<file path="src/rtl/data_type_pkg.sv">
// data_type_pkg: shared bf16 datapath types, opcode encoding and the issue-controller
// state type used by bf16_issue_ctrl and its request buffer.
package data_type_pkg;

    // Opcode encoding seen by op_mux
    localparam logic [3:0] OP_ADD = 4'h0;
    localparam logic [3:0] OP_SUB = 4'h1;
    localparam logic [3:0] OP_MUL = 4'h2;
    localparam logic [3:0] OP_DIV = 4'h3;

    typedef struct packed {
        logic       sign;
        logic [7:0] exp;
        logic [6:0] frac;
    } bf16_t;

    typedef enum logic [1:0] {
        IDLE,
        EXEC,
        RESP
    } issue_state_e;

    // One queued operation: opcode plus both operands
    typedef struct packed {
        logic [3:0] op;
        bf16_t      op1;
        bf16_t      op2;
    } issue_req_t;

    function automatic logic op_is_legal(logic [3:0] op);
        return (op == OP_ADD) || (op == OP_SUB) || (op == OP_MUL) || (op == OP_DIV);
    endfunction

endpackage

</file>
<file path="src/rtl/op_intf.sv">
// op_intf: operand/result bundle between the issue front end and op_mux.
// bus_side drives op1/op2 and reads op3/overflow; op_side is the mirror view.
interface op_intf;

    logic       op1_sign;
    logic [7:0] op1_exp;
    logic [6:0] op1_frac;
    logic       op2_sign;
    logic [7:0] op2_exp;
    logic [6:0] op2_frac;
    logic       op3_sign;
    logic [7:0] op3_exp;
    logic [6:0] op3_frac;
    logic       overflow;

    modport bus_side (
        output op1_sign, op1_exp, op1_frac,
        output op2_sign, op2_exp, op2_frac,
        input  op3_sign, op3_exp, op3_frac,
        input  overflow
    );

    modport op_side (
        input  op1_sign, op1_exp, op1_frac,
        input  op2_sign, op2_exp, op2_frac,
        output op3_sign, op3_exp, op3_frac,
        output overflow
    );

endinterface

</file>
<file path="src/rtl/bf16_req_buf.sv">
// bf16_req_buf: single-entry valid/ready holding register for one issue request.
// Accepts only when empty; a pop and a push never coincide because in_ready is low when full.
module bf16_req_buf
    import data_type_pkg::*;
(
    input  logic       clk,
    input  logic       rst_n,
    input  logic       in_valid,
    output logic       in_ready,
    input  issue_req_t in_data,
    output logic       out_valid,
    input  logic       out_ready,
    output issue_req_t out_data
);

    logic       full_q;
    issue_req_t data_q;

    assign in_ready  = !full_q;
    assign out_valid = full_q;
    assign out_data  = data_q;

    // Fill when empty and offered, drain when the consumer takes the entry
    always_ff @(posedge clk or negedge rst_n) begin
        if (!rst_n) begin
            full_q <= 1'b0;
            data_q <= '0;
        end else begin
            if (in_valid && in_ready) begin
                full_q <= 1'b1;
                data_q <= in_data;
            end else if (out_valid && out_ready) begin
                full_q <= 1'b0;
            end
        end
    end

endmodule

</file>
<file path="src/rtl/bf16_issue_ctrl.sv">
// bf16_issue_ctrl: request front end for the bf16 arithmetic unit. Accepts one operation,
// holds opcode and operands on op_mux for an op-dependent number of cycles, captures op3 and
// overflow, and returns them on the response channel.
// Build option: define BF16_ISSUE_PREFETCH_EN to add a one-entry request buffer so the next
// operation can be accepted while the current one is executing or waiting for rsp_ready.
module bf16_issue_ctrl
    import data_type_pkg::*;
#(
    parameter int unsigned ADD_LAT = 1,
    parameter int unsigned SUB_LAT = 1,
    parameter int unsigned MUL_LAT = 2,
    parameter int unsigned DIV_LAT = 4
) (
    input  logic        clk,
    input  logic        rst_n,
    input  logic        req_valid,
    output logic        req_ready,
    input  logic [3:0]  req_op,
    input  logic [15:0] req_op1,
    input  logic [15:0] req_op2,
    output logic        rsp_valid,
    input  logic        rsp_ready,
    output logic [15:0] rsp_result,
    output logic        rsp_overflow,
    output logic        rsp_err,
    output logic [3:0]  op_o,
    op_intf.bus_side    mux_intf
);

    // The 4-bit hold counter only covers latencies 1..15
    if (ADD_LAT == 0 || ADD_LAT > 15) begin : g_add_lat_chk
        $error("ADD_LAT must be in 1..15");
    end
    if (SUB_LAT == 0 || SUB_LAT > 15) begin : g_sub_lat_chk
        $error("SUB_LAT must be in 1..15");
    end
    if (MUL_LAT == 0 || MUL_LAT > 15) begin : g_mul_lat_chk
        $error("MUL_LAT must be in 1..15");
    end
    if (DIV_LAT == 0 || DIV_LAT > 15) begin : g_div_lat_chk
        $error("DIV_LAT must be in 1..15");
    end

    function automatic logic [3:0] lat_of(logic [3:0] op);
        logic [3:0] lat;
        case (op)
            OP_ADD:  lat = 4'(ADD_LAT);
            OP_SUB:  lat = 4'(SUB_LAT);
            OP_MUL:  lat = 4'(MUL_LAT);
            OP_DIV:  lat = 4'(DIV_LAT);
            default: lat = 4'd1;
        endcase
        return lat;
    endfunction

    issue_state_e state_q;
    logic [3:0]   cnt_q;
    logic [3:0]   op_q;
    bf16_t        op1_q;
    bf16_t        op2_q;
    logic         rsp_valid_q;
    bf16_t        rsp_result_q;
    logic         rsp_overflow_q;
    logic         rsp_err_q;

    issue_req_t   req_in;
    issue_req_t   start_req;
    logic         start_en;
    bf16_t        op3;

    assign req_in = {req_op, req_op1, req_op2};
    assign op3    = {mux_intf.op3_sign, mux_intf.op3_exp, mux_intf.op3_frac};

`ifdef BF16_ISSUE_PREFETCH_EN
    logic       rsp_hs;
    logic       buf_in_valid;
    logic       buf_in_ready;
    logic       buf_out_valid;
    issue_req_t buf_out_data;

    assign rsp_hs = (state_q == RESP) && rsp_ready;
    // On the response handshake with an empty buffer the request bypasses straight to the
    // working registers, so the buffer is never left holding an entry in IDLE.
    assign buf_in_valid = req_valid && (state_q != IDLE) && !rsp_hs;
    assign req_ready    = (state_q == IDLE) || buf_in_ready;

    bf16_req_buf u_req_buf (
        .clk       (clk),
        .rst_n     (rst_n),
        .in_valid  (buf_in_valid),
        .in_ready  (buf_in_ready),
        .in_data   (req_in),
        .out_valid (buf_out_valid),
        .out_ready (rsp_hs),
        .out_data  (buf_out_data)
    );

    // Select which request (if any) is loaded into the working registers this cycle
    always_comb begin
        start_en  = 1'b0;
        start_req = req_in;
        if (state_q == IDLE) begin
            start_en = req_valid;
        end else if (rsp_hs) begin
            if (buf_out_valid) begin
                start_en  = 1'b1;
                start_req = buf_out_data;
            end else begin
                start_en = req_valid;
            end
        end
    end
`else
    assign req_ready = (state_q == IDLE);

    // Only IDLE accepts; requests go straight to the working registers
    always_comb begin
        start_en  = (state_q == IDLE) && req_valid;
        start_req = req_in;
    end
`endif

    // Issue FSM with registered opcode, operands and response fields
    always_ff @(posedge clk or negedge rst_n) begin
        if (!rst_n) begin
            state_q        <= IDLE;
            cnt_q          <= '0;
            op_q           <= '0;
            op1_q          <= '0;
            op2_q          <= '0;
            rsp_valid_q    <= 1'b0;
            rsp_result_q   <= '0;
            rsp_overflow_q <= 1'b0;
            rsp_err_q      <= 1'b0;
        end else begin
            case (state_q)
                IDLE: begin
                end
                EXEC: begin
                    if (cnt_q == 4'd0) begin
                        rsp_result_q   <= op3;
                        rsp_overflow_q <= mux_intf.overflow;
                        rsp_err_q      <= 1'b0;
                        rsp_valid_q    <= 1'b1;
                        state_q        <= RESP;
                    end else begin
                        cnt_q <= cnt_q - 4'd1;
                    end
                end
                RESP: begin
                    if (rsp_ready) begin
                        rsp_valid_q <= 1'b0;
                        state_q     <= IDLE;
                    end
                end
                default: state_q <= IDLE;
            endcase

            // A new operation overrides the IDLE/RESP transition above
            if (start_en) begin
                op_q  <= start_req.op;
                op1_q <= start_req.op1;
                op2_q <= start_req.op2;
                if (op_is_legal(start_req.op)) begin
                    cnt_q       <= lat_of(start_req.op) - 4'd1;
                    rsp_valid_q <= 1'b0;
                    state_q     <= EXEC;
                end else begin
                    rsp_result_q   <= '0;
                    rsp_overflow_q <= 1'b0;
                    rsp_err_q      <= 1'b1;
                    rsp_valid_q    <= 1'b1;
                    state_q        <= RESP;
                end
            end
        end
    end

    assign rsp_valid    = rsp_valid_q;
    assign rsp_result   = rsp_result_q;
    assign rsp_overflow = rsp_overflow_q;
    assign rsp_err      = rsp_err_q;
    assign op_o         = op_q;

    assign mux_intf.op1_sign = op1_q.sign;
    assign mux_intf.op1_exp  = op1_q.exp;
    assign mux_intf.op1_frac = op1_q.frac;
    assign mux_intf.op2_sign = op2_q.sign;
    assign mux_intf.op2_exp  = op2_q.exp;
    assign mux_intf.op2_frac = op2_q.frac;

endmodule

</file>
<file path="src/flat_wrapper.sv">
// flat-port wrapper written by rule: the top's interface ports become plain ports
module bf16_issue_ctrl_flat import data_type_pkg::*;
#(
    parameter int unsigned ADD_LAT = 1,
    parameter int unsigned SUB_LAT = 1,
    parameter int unsigned MUL_LAT = 2,
    parameter int unsigned DIV_LAT = 4
)
  (clk, rst_n, req_valid, req_ready, req_op, req_op1, req_op2, rsp_valid, rsp_ready, rsp_result, rsp_overflow, rsp_err, op_o, mux_intf_op1_sign, mux_intf_op1_exp, mux_intf_op1_frac, mux_intf_op2_sign, mux_intf_op2_exp, mux_intf_op2_frac, mux_intf_op3_sign, mux_intf_op3_exp, mux_intf_op3_frac, mux_intf_overflow);
  op_intf mux_intf_i ();
  input  logic clk;
  input  logic rst_n;
  input  logic req_valid;
  output logic req_ready;
  input  logic [3:0] req_op;
  input  logic [15:0] req_op1;
  input  logic [15:0] req_op2;
  output logic rsp_valid;
  input  logic rsp_ready;
  output logic [15:0] rsp_result;
  output logic rsp_overflow;
  output logic rsp_err;
  output logic [3:0] op_o;
  output wire logic [$bits(mux_intf_i.op1_sign)-1:0] mux_intf_op1_sign;
  output wire logic [$bits(mux_intf_i.op1_exp)-1:0] mux_intf_op1_exp;
  output wire logic [$bits(mux_intf_i.op1_frac)-1:0] mux_intf_op1_frac;
  output wire logic [$bits(mux_intf_i.op2_sign)-1:0] mux_intf_op2_sign;
  output wire logic [$bits(mux_intf_i.op2_exp)-1:0] mux_intf_op2_exp;
  output wire logic [$bits(mux_intf_i.op2_frac)-1:0] mux_intf_op2_frac;
  input wire logic [$bits(mux_intf_i.op3_sign)-1:0] mux_intf_op3_sign;
  input wire logic [$bits(mux_intf_i.op3_exp)-1:0] mux_intf_op3_exp;
  input wire logic [$bits(mux_intf_i.op3_frac)-1:0] mux_intf_op3_frac;
  input wire logic [$bits(mux_intf_i.overflow)-1:0] mux_intf_overflow;
  assign mux_intf_op1_sign = mux_intf_i.op1_sign;
  assign mux_intf_op1_exp = mux_intf_i.op1_exp;
  assign mux_intf_op1_frac = mux_intf_i.op1_frac;
  assign mux_intf_op2_sign = mux_intf_i.op2_sign;
  assign mux_intf_op2_exp = mux_intf_i.op2_exp;
  assign mux_intf_op2_frac = mux_intf_i.op2_frac;
  assign mux_intf_i.op3_sign = mux_intf_op3_sign;
  assign mux_intf_i.op3_exp = mux_intf_op3_exp;
  assign mux_intf_i.op3_frac = mux_intf_op3_frac;
  assign mux_intf_i.overflow = mux_intf_overflow;
  bf16_issue_ctrl #(.ADD_LAT(ADD_LAT), .SUB_LAT(SUB_LAT), .MUL_LAT(MUL_LAT), .DIV_LAT(DIV_LAT)) u_core (.clk(clk), .rst_n(rst_n), .req_valid(req_valid), .req_ready(req_ready), .req_op(req_op), .req_op1(req_op1), .req_op2(req_op2), .rsp_valid(rsp_valid), .rsp_ready(rsp_ready), .rsp_result(rsp_result), .rsp_overflow(rsp_overflow), .rsp_err(rsp_err), .op_o(op_o), .mux_intf(mux_intf_i));
endmodule
</file>
<file path="config.mk">
export PLATFORM = sky130hd
export DESIGN_NAME = bf16_issue_ctrl_flat
export DESIGN_NICKNAME = d
export VERILOG_FILES = /design/src/rtl/data_type_pkg.sv /design/src/rtl/op_intf.sv /design/src/rtl/bf16_req_buf.sv /design/src/rtl/bf16_issue_ctrl.sv /design/src/flat_wrapper.sv
export SDC_FILE = /design/constraint.sdc
export NUM_CORES = 1
export LEC_CHECK = 0
export CAP_MARGIN = 0
export CELL_PAD_IN_SITES_DETAIL_PLACEMENT = 1
export CELL_PAD_IN_SITES_GLOBAL_PLACEMENT = 1
export CORE_MARGIN = 2
export CORE_UTILIZATION = 35
export CTS_BUF_LIST = sky130_fd_sc_hd__clkbuf_4
export CTS_CLUSTER_DIAMETER = 80
export DETAILED_ROUTE_END_ITERATION = 12
export PLACE_DENSITY = 0.83
export SYNTH_ARGS = -nofsm -noshare
export SYNTH_HDL_FRONTEND = slang
export SYNTH_SLANG_ARGS = --single-unit
</file>
<file path="constraint.sdc">
create_clock -name clk -period 4.8 [get_ports clk]
set_input_delay 0.96 -clock clk [delete_from_list [all_inputs] [get_ports clk]]
set_output_delay 0.96 -clock clk [all_outputs]
set_load 0.01 [all_outputs]
</file>
### After elaboration in Yosys (flattened, before gate mapping)

Index checks and enable logic that the tools add are counted.

* flip-flop bits (word level): 61

* add/subtract/negate cells: 2
* equality and inequality tests: 8
* multiplexer cells: 29
* reductions and logical operators: 10

Operators by type and width (count)
* $mux W16: 4
* $mux W4: 6
* $mux W1: 12
* $eq A4 B2 Y1 const B: 2
* $logic_not A4 Y1: 2
* $mux W2: 4
* $sub A4 B1 Y4 const B: 2
* $pmux W2 S3: 1
* $pmux W3 S2: 1
* $reduce_and A3 Y1: 2
* $eq A4 B1 Y1 const B: 1
* $logic_or A1 B1 Y1: 3
* $ne A3 B1 Y1 const B: 1
* $ne A3 B2 Y1 const B: 1
* $reduce_bool A3 Y1: 1
* $eq A2 B1 Y1 const B: 1
* $eq A2 B2 Y1 const B: 1
* $logic_not A2 Y1: 1
* $ne A2 B1 Y1 const B: 1
* $pmux W1 S2: 1
* $logic_and A1 B1 Y1: 1

### Longest topological paths before layout

Gate-level depths: netlist (run 1).

* depth in word-level cells: 9
* gate-level depth with buffers: 7
* mapped depth without buffers: 5

### Least setup slack after synthesis (run 1)

OpenSTA, ideal clock, no wires.

* path type: input -> register
* from: input port req_valid
* to: register u_core.op1_q (netlist bit u_core.mux_intf.op1_exp[7])
* setup time: 128 ps
* arrival: 1773 ps
* required time: 4672 ps
* setup slack: 2900 ps
* cell stages on the path: 4
* path buffers: 2
* cell sequence: nand2_1 > buf_2 > buf_2 > mux2_1

* word-level cells in the longest chain between the ends: 1

RTL lines
* start, declared: line flat_wrapper.sv:13 `input logic req_valid;`
* $logic_and A1 B1 Y1: line bf16_issue_ctrl.sv:118 `start_en = (state_q == IDLE) && req_valid;`
* end signal, assigned: line bf16_issue_ctrl.sv:162 `op1_q <= start_req.op1;`
* end, declared: line bf16_issue_ctrl.sv:59 `bf16_t op1_q;`

No other way between the ends.
A chain may end at the register's enable or synchronous reset.

### Final worst setup path (run 1)

* from: register u_core.state_q[0]
* to: output port req_ready

* word-level cells in the longest chain between the ends: 1

RTL lines
* start, declared: line bf16_issue_ctrl.sv:56 `issue_state_e state_q;`
* start signal, assigned: line bf16_issue_ctrl.sv:126 `state_q <= IDLE;`
* start signal, assigned: line bf16_issue_ctrl.sv:145 `state_q <= RESP;`
* start signal, assigned: line bf16_issue_ctrl.sv:153 `state_q <= IDLE;`
* $logic_not A2 Y1: line bf16_issue_ctrl.sv:114 `assign req_ready = (state_q == IDLE);`
* end, declared: line flat_wrapper.sv:14 `output logic req_ready;`

No other way between the ends.

==> results.md, run 1 <==
- Synth warnings: 0
- Min-delay worst type: reg -> reg
- Largest net degree at the start of global routing: 62
- Pint: 1.42 mW
- RSZ-0062 raised after global routing: no
- Routability congestion estimate: 0.737
- Total clock sinks: 61
- Pwr Density: 560 nW/um2
- Hold EP: u_core.op_o[1]$_DFFE_PN0N_
- Switching part of the total power: 33.9%
- Fin worst setup slack: 2060 ps
- Post-Place Worst Slack: 2040 ps
- Die area: 7970 um2
- Setup TNS: 0 ps
- Crit Path Class: reg -> out
- I/O Pins: 113
- Flop2flop setup slack: 2560 ps
- Total number of vias: 1,954
- DR vias/cell: 4.66
- Clock share of power: 12.2%
- Fin crit share: 57.0%
- Critical R2R Capture: u_core.rsp_result[9]$_DFF_PN0_
- Period minus WS final: 2740 ps
- Die X-Extent: 89.3 um
- Worst skew pair latency: 380 ps
- Cells after Synth: 204
- Drt first pass iters: 4
- FP Rows: 31
- Seq/Total Area, Yosys: 60.0%
- Layout cells sized above 1: 8.44%
- CP top delay family: buffers and inverters
- GRT Total Usage: 16.7%
- Comb pwr share: 48.0%
- Avg Cell Area, Syn: 12.5 um2
- Maximum clock path buffer count: 2
- Final Setup Violations: 0
- First-pass GRT wire length: 10,100 um
- Transition time of the tightest slew-check pin: 995 ps
- Final wirelength: 6600 um
- Placed Area: 3750 um2
- R2r worst-path depth: 5
- CTS buffer count: 9
- Leakage: 1.57 nW
- CTS resizes: 0
- CP Data Arrival Time: 1780 ps
- Drt wl/cell: 15.7 um
- Maxcap violations: 0
- DRT iter0 DRCs: 31
- Buf/Inv on CP: 2
- Max VDD drop: 336 uV
- Area delta synth->final: 50.9%
- Max-slew violation count: 0
- Power Total: 2.15 mW
- Ant. Diodes: 0
- Initial antenna violation count: 0
- Fmax: 365 MHz
- Status: completed
- Vias in the first global route: 2,103
- Worst Setup Start Kind: register
- CP Cell Sequence: inv_1 > ha_1 > clkdlybuf4s50_1
- Global route overflow: 0
- Hold_sp: u_core.op_o[1]$_DFFE_PN0N_
- Chip height: 89.3 um
- Power share of the sequential group: 39.8%
- Clk_skew: 8.95 ps
- Port bufs: 112
- Synthesized area: 2540 um2
- Yosys reg bits: 61
- Finished Cell Area: 3840 um2
- Biggest cell delay along the critical path: 590 ps
- Clock transition at path regs: 90 ps
- Layout Nets: 378
- Critical Path RT: 3840 ps
- CTS H-tree depth: 3
- Post-CTS Hold Fix Bufs: 0
- Detail Placement HPWL: 4930 um
- CTS root buf: clkbuf_4
- Final hold violations: 0
- Total core area: 7140 um2
- Final ANT Viol Nets: 0
- Worst slew margin: 32.7%
- Yosys cell types: 34
- Sw power: 0.729 mW
- TritonCTS clock tree: done
- DRC: 0
- CP Capture Type: output port
- RR Startpoint: u_core.state_q[1]$_DFFE_PN0P_
- Syn Nets: 265
- Slowest CP cell: clkdlybuf4s50_1
- Initial Util: 35.7%
- Post-CTS setup buffer count: 0
- CP Max Fanout: 7
- Hold depth: 1
[placed cells by master (no fill, tap or decap), types with 2 or more instances in the layout]
| master | count |
|---|---|
| mux2_1 | 26 |
| mux2_2 | 10 |
| clkdlybuf4s50_1 | 111 |
| ha_1 | 4 |
| nor2b_1 | 2 |
| nand3_1 | 2 |
| clkinv_1 | 4 |
| buf_4 | 2 |
| clkbuf_4 | 9 |
| nor2_1 | 4 |
| dfrtp_1 | 61 |
| a21oi_1 | 19 |
| inv_1 | 4 |
| nand2_1 | 38 |
[power by group through the flow]
stage | clock network [mW] | registers, mW | logic, mW
5_1_grt | 0.295 | 0.887 | 1.12
3_3_place_gp | 0 | 0.849 | 1.02
6_report | 0.262 | 0.856 | 1.03
3_5_place_dp | 0 | 0.868 | 1.05
4_1_cts | 0.277 | 0.859 | 1.05
2_1_floorplan | 0 | 0.941 | 0.401
[how the worst max path moves through the flow]
stage,startpoint,to,slack [ps],depth (start not counted)
2_1_floorplan,req_valid,u_core.mux_intf.op1_exp[7]$_DFFE_PN0N_,2900,4
3_3_place_gp,req_valid,u_core.cnt_q[0]$_DFF_PN0_,2110,4
3_5_place_dp,req_valid,u_core.cnt_q[0]$_DFF_PN0_,2040,4
4_1_cts,u_core.state_q[0]$_DFFE_PN0P_,req_ready,2040,3
5_1_grt,u_core.state_q[0]$_DFFE_PN0P_,req_ready,1980,3
6_report,u_core.state_q[0]$_DFFE_PN0P_,req_ready,2060,3
[cell families (layout without fill, tap and decap cells)]
group,Yosys count,in the layout,share of synthesized area (%)
mux,37,37,16.3
buf+inv,16,132,3.05
compound gates,30,30,8.16
simple gates,56,56,10.5
fa+ha+maj,4,4,1.97
flops,61,61,60.0
[area by class of cell]
class | count | area [um2]
Clock inverter | 5 | 20.0
Fill cell | 772 | 3300
Clock buffer | 9 | 67.6
Sequential cell | 61 | 1530
Tap cell | 99 | 124
Timing Repair Buffer | 114 | 1130
Inverter | 4 | 15.0
Multi-Input combinational cell | 127 | 956
[registers in the layout (all words and copies together) (netlist names), 2 cells and up]
register / flops
u_core.mux_intf.op2_exp: 8
u_core.mux_intf.op2_frac: 7
u_core.rsp_result: 16
u_core.op_o: 4
u_core.state_q: 2
u_core.mux_intf.op1_exp: 8
u_core.cnt_q: 4
u_core.mux_intf.op1_frac: 7
[stage by stage]
step | utilization [%] | hold WS [ps] | cells
after CTS | 53.8 | 498 | 419
after global placement | 52.6 | 458 | 405
final | 53.8 | 500 | 419
after global routing | 53.8 | 514 | 419
after detailed placement | 52.6 | 478 | 405
after floorplan | - | 518 | 204
[metal layers]
layer  vias up  wire length (um)  track usage [%]
li1        928                 -                -
met1       955              2700             21.2
met2        63              3340             27.7
met3         8               477             5.26
met4         0                75             4.88
met5         -                 0                0
[cells in the mapped netlist, drive strengths merged]
master | number | share of area (%)
a211o | 1 | 0.34
nor4b | 1 | 0.34
nand4bb | 1 | 0.44
o21ai | 1 | 0.20
nand2 | 38 | 5.6
or4bb | 1 | 0.44
nand4 | 1 | 0.25
mux2i | 1 | 0.39
a21boi | 1 | 0.30
o31a | 1 | 0.34
and2 | 1 | 0.25
mux2 | 36 | 16
nand3 | 2 | 0.39
a211oi | 1 | 0.49
nand4b | 1 | 0.34
ha | 4 | 2.0
o32a | 1 | 0.39
clkbuf | 3 | 0.44
a311oi | 1 | 0.34
o31ai | 1 | 0.30
buf | 9 | 2.0
a21oi | 19 | 3.7
or3b | 1 | 0.34
a21o | 1 | 0.30
dfrtp | 61 | 60
nor2 | 5 | 0.84
a2111oi | 1 | 1.1
inv | 4 | 0.59
nor2b | 2 | 0.49
a31o | 1 | 0.34
nor4bb | 2 | 0.79
[worst reg2reg max path: stages, from the launching register on]
cell and delay [ps]:
dfrtp_1 400, inv_1 90, ha_1 480, nand4bb_1 720, nand2_1 270, a21oi_1 120
No activity file was read; power rests on OpenSTA's default activity.
==> run 2: changes to the inputs <==
--- a/config.mk
+++ b/config.mk
@@ -9,11 +9,11 @@
 export CELL_PAD_IN_SITES_DETAIL_PLACEMENT = 1
 export CELL_PAD_IN_SITES_GLOBAL_PLACEMENT = 1
 export CORE_MARGIN = 2
-export CORE_UTILIZATION = 35
+export CORE_UTILIZATION = 33
 export CTS_BUF_LIST = sky130_fd_sc_hd__clkbuf_4
 export CTS_CLUSTER_DIAMETER = 80
 export DETAILED_ROUTE_END_ITERATION = 12
-export PLACE_DENSITY = 0.83
+export PLACE_DENSITY = 0.78
 export SYNTH_ARGS = -nofsm -noshare
 export SYNTH_HDL_FRONTEND = slang
 export SYNTH_SLANG_ARGS = --single-unit
==> constraint.sdc (replaced) <==
create_clock -name clk -period 2.8 [get_ports clk]
set_input_delay 0.56 -clock clk [delete_from_list [all_inputs] [get_ports clk]]
set_output_delay 0.56 -clock clk [all_outputs]
set_load 0.01 [all_outputs]
==> run 2 against run 1 <==
  * Routed wire length up 2.9%
  * First-iteration DRC count up 77%
  * Via count up 4.0%
  * Non-clock buffer count up 5
  * Critical endpoint unchanged
==> results.md, run 2 (synthesis gave the netlist of run 1 again) <==
- Fill cell count: 813 (was 772)
- Setup TNS: 0 ps (unchanged)
- Drt first pass iters: 4 (unchanged)
- Worst skew pair latency: 400 ps (was 380 ps)
- Vias in the first global route: 2,221 (was 2,103)
- I/O Pins: 113 (unchanged)
- Global route overflow: 0 (unchanged)
- Clk_skew: 6.24 ps (was 8.95 ps)
- Chip height: 91.8 um (was 89.3 um)
- Total core area: 7610 um2 (was 7140 um2)
- Total clock sinks: 61 (unchanged)
- Max VDD drop: 473 uV (was 336 uV)
- GRT Total Usage: 17.1% (was 16.7%)
- Leakage: 1.64 nW (was 1.57 nW)
- Worst Setup Start Kind: register (unchanged)
- Placed Area: 3810 um2 (was 3750 um2)
- TritonCTS clock tree: done (unchanged)
- Area delta synth->final: 55.9% (was 50.9%)
- Transition time of the tightest slew-check pin: 644 ps (was 995 ps)
- Largest net degree at the start of global routing: 36 (was 62)
- Initial antenna violation count: 0 (unchanged)
- Status: completed (unchanged)
- CTS buffer count: 9 (unchanged)
- FP Rows: 32 (was 31)
- CP Max Fanout: 7 (unchanged)
- Period minus WS final: 2350 ps
- Final Setup Violations: 0 (unchanged)
- Finished Cell Area: 3970 um2 (was 3840 um2)
- Port bufs: 112 (unchanged)
- Drt wl/cell: 15.8 um (was 15.7 um)
- Critical Path RT: 2240 ps (was 3840 ps)
- Maxcap violations: 0 (unchanged)
- Max-slew violation count: 0 (unchanged)
- Register area: 1530 um2 (unchanged)
- Post-CTS setup buffer count: 0 (unchanged)
- Final ANT Viol Nets: 0 (unchanged)
- Ant. Diodes: 0 (unchanged)
- CTS root buf: clkbuf_4 (unchanged)
- CP Capture Type: output port (unchanged)
- Multi-input combinational cell area: 956 um2 (unchanged)
- Die X-Extent: 91.8 um (was 89.3 um)
- Most common cell after layout, fill and taps aside: clkdlybuf4s50_1 (unchanged)
- Detail Placement HPWL: 5130 um (was 4930 um)
- Routability congestion estimate: 0.758 (was 0.737)
- Total number of vias: 2,033 (was 1,954)
- Maximum clock path buffer count: 2 (unchanged)
- CTS resizes: 0 (unchanged)
- Fmax: 426 MHz
- Crit Path Class: reg -> out (unchanged)
- Most frequent cells in the layout: 111 x clkdlybuf4s50_1, 61 x dfrtp_1, 38 x nand2_1, 26 x mux2_1, 19 x a21oi_1 (unchanged)
- Worst slew margin: 57.1% (was 32.7%)
- Final hold violations: 0 (unchanged)
- Die area: 8430 um2 (was 7970 um2)
- Layout Nets: 383 (was 378)
- CP Data Arrival Time: 1790 ps (was 1780 ps)
- Min-delay worst type: in -> async (was reg -> reg)
- Largest register FFs: 16 (unchanged)
- Pwr Density: 999 nW/um2 (was 560 nW/um2)
- Layout cells sized above 1: 11.6% (was 8.44%)
- Final wirelength: 6790 um (was 6600 um)
- Post-CTS Hold Fix Bufs: 0 (unchanged)
- CTS H-tree depth: 3 (unchanged)
- DRT iter0 DRCs: 55 (was 31)
- Initial Util: 33.5% (was 35.7%)
- Fin crit share: 83.8%
- First-pass GRT wire length: 11,300 um (was 10,100 um)
- Clock transition at path regs: 100 ps (was 90 ps)
- DRC: 0 (unchanged)
- RSZ-0062 raised after global routing: no (unchanged)
- DR vias/cell: 4.74 (was 4.66)
run 2: cell count changes in the layout (fill, tap and decap cells not counted), sizes merged:
cell,before,now
buf,3,8
bufinv,0,2
clkbuf,9,10
clkinv,5,4
run 2: cell type report:
| class | count | share of cell area [%] |
|---|---|---|
| Sequential cell | 61 | 38.5 |
| Timing Repair Buffer | 119 | 29.8 |
| Inverter | 4 | 0.378 |
| Multi-Input combinational cell | 127 | 24.1 |
| Tap cell | 102 | 3.22 |
| Clock inverter | 6 | 2.21 |
| Clock buffer | 10 | 1.89 |
run 2: final timing paths:
kind	slack, ps	cells after the start	end	startpoint
worst max-delay path	450	3	req_ready	u_core.state_q[1]$_DFFE_PN0P_
worst min register to register	500	1	u_core.mux_intf.op2_exp[0]$_DFFE_PN0N_	u_core.mux_intf.op2_exp[0]$_DFFE_PN0N_
worst max register to register	770	6	u_core.rsp_result[7]$_DFF_PN0_	u_core.state_q[1]$_DFFE_PN0P_
worst min-delay path	170	1	u_core.mux_intf.op1_frac[0]$_DFFE_PN0N_	rst_n
min in group clk	500	1	u_core.mux_intf.op2_exp[0]$_DFFE_PN0N_	u_core.mux_intf.op2_exp[0]$_DFFE_PN0N_
max in group asynchronous	1900	2	u_core.rsp_result[7]$_DFF_PN0_	rst_n
run 2: worst max-delay path: stages (launching register included):
cell	delay, ps
dfrtp_1	430
inv_1	100
ha_1	280
clkdlybuf4s50_1	580
run 2: routing by layer:
layer / share of wire (%) / routed length (um) / vias up / global-route usage [%]
li1: - / - / 944 / -
met1: 41 / 2750 / 1014 / 19.9
met2: 50 / 3410 / 67 / 28.9
met3: 7.8 / 531 / 8 / 6.00
met4: 1.4 / 95 / 0 / 6.72
met5: 0 / 0 / - / 0
run 2: metrics by stage:
step	setup WS, ps	util [%]	hold WS, ps	cells	power [mW]
final	453	52.2	174	429	3.96
after global routing	363	52.2	197	429	4.23
after CTS	412	52.2	167	429	4.03
after detailed placement	735	50.0	483	413	3.31
after global placement	781	50.0	460	413	3.24
after floorplan	1110	-	264	204	2.30
run 2: where the power goes:
part	switching (mW)	internal, mW	leakage (nW)	total (mW)
registers	0.221	1.25	0.755	1.47
clock network	0.330	0.372	0.0903	0.703
logic	0.740	1.05	0.791	1.79
total	1.29	2.67	1.64	3.96
==> run 3: changes to the inputs <==
==> constraint.sdc (replaced) <==
create_clock -name clk -period 2.3 [get_ports clk]
set_input_delay 0.46 -clock clk [delete_from_list [all_inputs] [get_ports clk]]
set_output_delay 0.46 -clock clk [all_outputs]
set_load 0.01 [all_outputs]
==> run 3 against run 2 <==
  * Final area shrank 0.19%
  * Clock skew grew 6.2 ps
  * Utilization shrank 0.099 points
  * Largest cell class unchanged
  * Sequential share of layout area grew 0.073 points
  * Final cell count shrank 0.23%
==> results.md, run 3 (synthesis gave the netlist of run 1 again) <==
- Status: completed (unchanged)
- CP Data Arrival Time: 1720 ps (was 1790 ps)
- Chip height: 91.8 um (unchanged)
- Total core area: 7610 um2 (unchanged)
- Maxcap violations: 0 (unchanged)
- Fill cell count: 819 (was 813)
- CP top delay family: buffers and inverters (unchanged)
- Post-CTS setup buffer count: 0 (unchanged)
- Clk_skew: 12.4 ps (was 6.24 ps)
- Setup TNS: 0 ps (unchanged)
- Final ANT Viol Nets: 0 (unchanged)
- Ant. Diodes: 0 (unchanged)
- Vias in the first global route: 2,214 (was 2,221)
- First-pass GRT wire length: 10,800 um (was 11,300 um)
- Pwr Density: 1180 nW/um2 (was 999 nW/um2)
- Layout cells sized above 1: 11.0% (was 11.6%)
- Area delta synth->final: 55.7% (was 55.9%)
- Maximum clock path buffer count: 2 (unchanged)
- Crit Path Class: reg -> out (unchanged)
- Min-delay worst type: in -> async (unchanged)
- Transition time of the tightest slew-check pin: 518 ps (was 644 ps)
- Drt first pass iters: 3 (was 4)
- Layout Nets: 383 (unchanged)
- RSZ-0062 raised after global routing: no (unchanged)
- TritonCTS clock tree: done (unchanged)
- Largest net degree at the start of global routing: 62 (was 36)
- Total number of vias: 2,022 (was 2,033)
- Final wirelength: 6590 um (was 6790 um)
- Clock transition at path regs: 100 ps (about the same)
- Finished Core Util: 52.1% (was 52.2%)
- Period minus WS final: 2180 ps
- Routability congestion estimate: 0.764 (was 0.758)
- Total clock sinks: 61 (unchanged)
- Port bufs: 112 (unchanged)
- Die area: 8430 um2 (unchanged)
- DR vias/cell: 4.72 (was 4.74)
- Critical Path RT: 1840 ps (was 2240 ps)
- CTS H-tree depth: 3 (unchanged)
- Most common cell after layout, fill and taps aside: clkdlybuf4s50_1 (unchanged)
- Worst skew pair latency: 380 ps (was 400 ps)
- Max VDD drop: 461 uV (was 473 uV)
- Leakage: 1.62 nW (was 1.64 nW)
- FP Rows: 32 (unchanged)
- Worst Setup Start Kind: register (unchanged)
- Buf/Inv on CP: 2 (unchanged)
- CP Cell Sequence: inv_1 > ha_2 > clkdlybuf4s50_1 (was inv_1 > ha_1 > clkdlybuf4s50_1)
- DRT iter0 DRCs: 50 (was 55)
- Drt wl/cell: 15.4 um (was 15.8 um)
- CTS buffer count: 9 (unchanged)
- Most frequent cells in the layout: 111 x clkdlybuf4s50_1, 61 x dfrtp_1, 38 x nand2_1, 26 x mux2_1, 19 x a21oi_1 (unchanged)
- Biggest cell delay along the critical path: 570 ps (was 580 ps)
- DRC: 0 (unchanged)
- Fmax: 458 MHz
- Worst slew margin: 65.4% (was 57.1%)
- CTS root buf: clkbuf_4 (unchanged)
- CP Max Fanout: 7 (unchanged)
- Fin crit share: 95.0%
- Max-slew violation count: 0 (unchanged)
- CP Capture Type: output port (unchanged)
- Die X-Extent: 91.8 um (unchanged)
- I/O Pins: 113 (unchanged)
- Detail Placement HPWL: 4830 um (was 5130 um)
- Slowest CP cell: clkdlybuf4s50_1 (unchanged)
- Final hold violations: 0 (unchanged)
- Global route overflow: 0 (unchanged)
- Multi-input combinational cell area: 958 um2 (was 956 um2)
- Initial antenna violation count: 0 (unchanged)
- Largest register FFs: 16 (unchanged)
- Final Setup Violations: 0 (unchanged)
- GRT Total Usage: 16.2% (was 17.1%)
- Initial Util: 33.5% (unchanged)
- Register area: 1530 um2 (unchanged)
run 3: metrics by stage:
stage	setup WS (ps)	cell area, um2	hold WS (ps)	instances	power [mW]
after floorplan	608	2540	164	204	2.80
after global placement	437	3830	473	413	3.95
after detailed placement	400	3830	480	413	4.03
after CTS	27.9	3960	64.4	428	4.77
after global routing	18.8	3960	73.3	428	5.01
final	115	3960	72.0	428	4.69
run 3: where the power goes:
part / switching [mW] / internal, mW
clock: 0.379 / 0.331
combinational: 0.906 / 1.30
sequential: 0.255 / 1.52
run 3: worst paths after layout:
kind	startpoint	endpoint	slack (ps)	cells past startpoint
min	rst_n	u_core.mux_intf.op1_frac[0]$_DFFE_PN0N_	70	2
max in group asynchronous	rst_n	u_core.cnt_q[2]$_DFF_PN0_	1960	2
min reg2reg	u_core.mux_intf.op2_exp[5]$_DFFE_PN0N_	u_core.mux_intf.op2_exp[5]$_DFFE_PN0N_	500	1
min in group clk	u_core.mux_intf.op2_exp[5]$_DFFE_PN0N_	u_core.mux_intf.op2_exp[5]$_DFFE_PN0N_	500	1
max	u_core.state_q[0]$_DFFE_PN0P_	req_ready	120	3
max reg2reg	u_core.cnt_q[0]$_DFF_PN0_	u_core.rsp_valid$_DFFE_PN0P_	390	5
run 3: what timing repair did:
item,4_1_cts,5_1_grt
endpoints found under the hold margin,0,0
hold buffers,0,0
resized for setup,0,1
setup endpoints to repair,0,1
run 3: area by class of cell:
class	count	share of cell area [%]
tap	102	3.22
timing repair buffer	119	30.4
sequential	61	38.5
multi-input combinational	127	24.2
inverter	4	0.379
clock inverter	5	1.33
clock buffer	10	1.90
run 3: worst reg2reg max path: cells and delay by family, from the launching register on:
kind            cells  cell delay [ps]
fa+ha+maj           1              250
flops               1              390
compound gates      2              490
buf+inv             1               90
simple gates        1              540
run 3: routing by layer:
metal	up-vias	global-route usage [%]	part of all wire (%)
met5	-	0	0
met3	11	4.93	6.6
met4	0	5.60	1.3
met2	65	27.8	51
met1	1002	19.3	41
li1	944	-	-
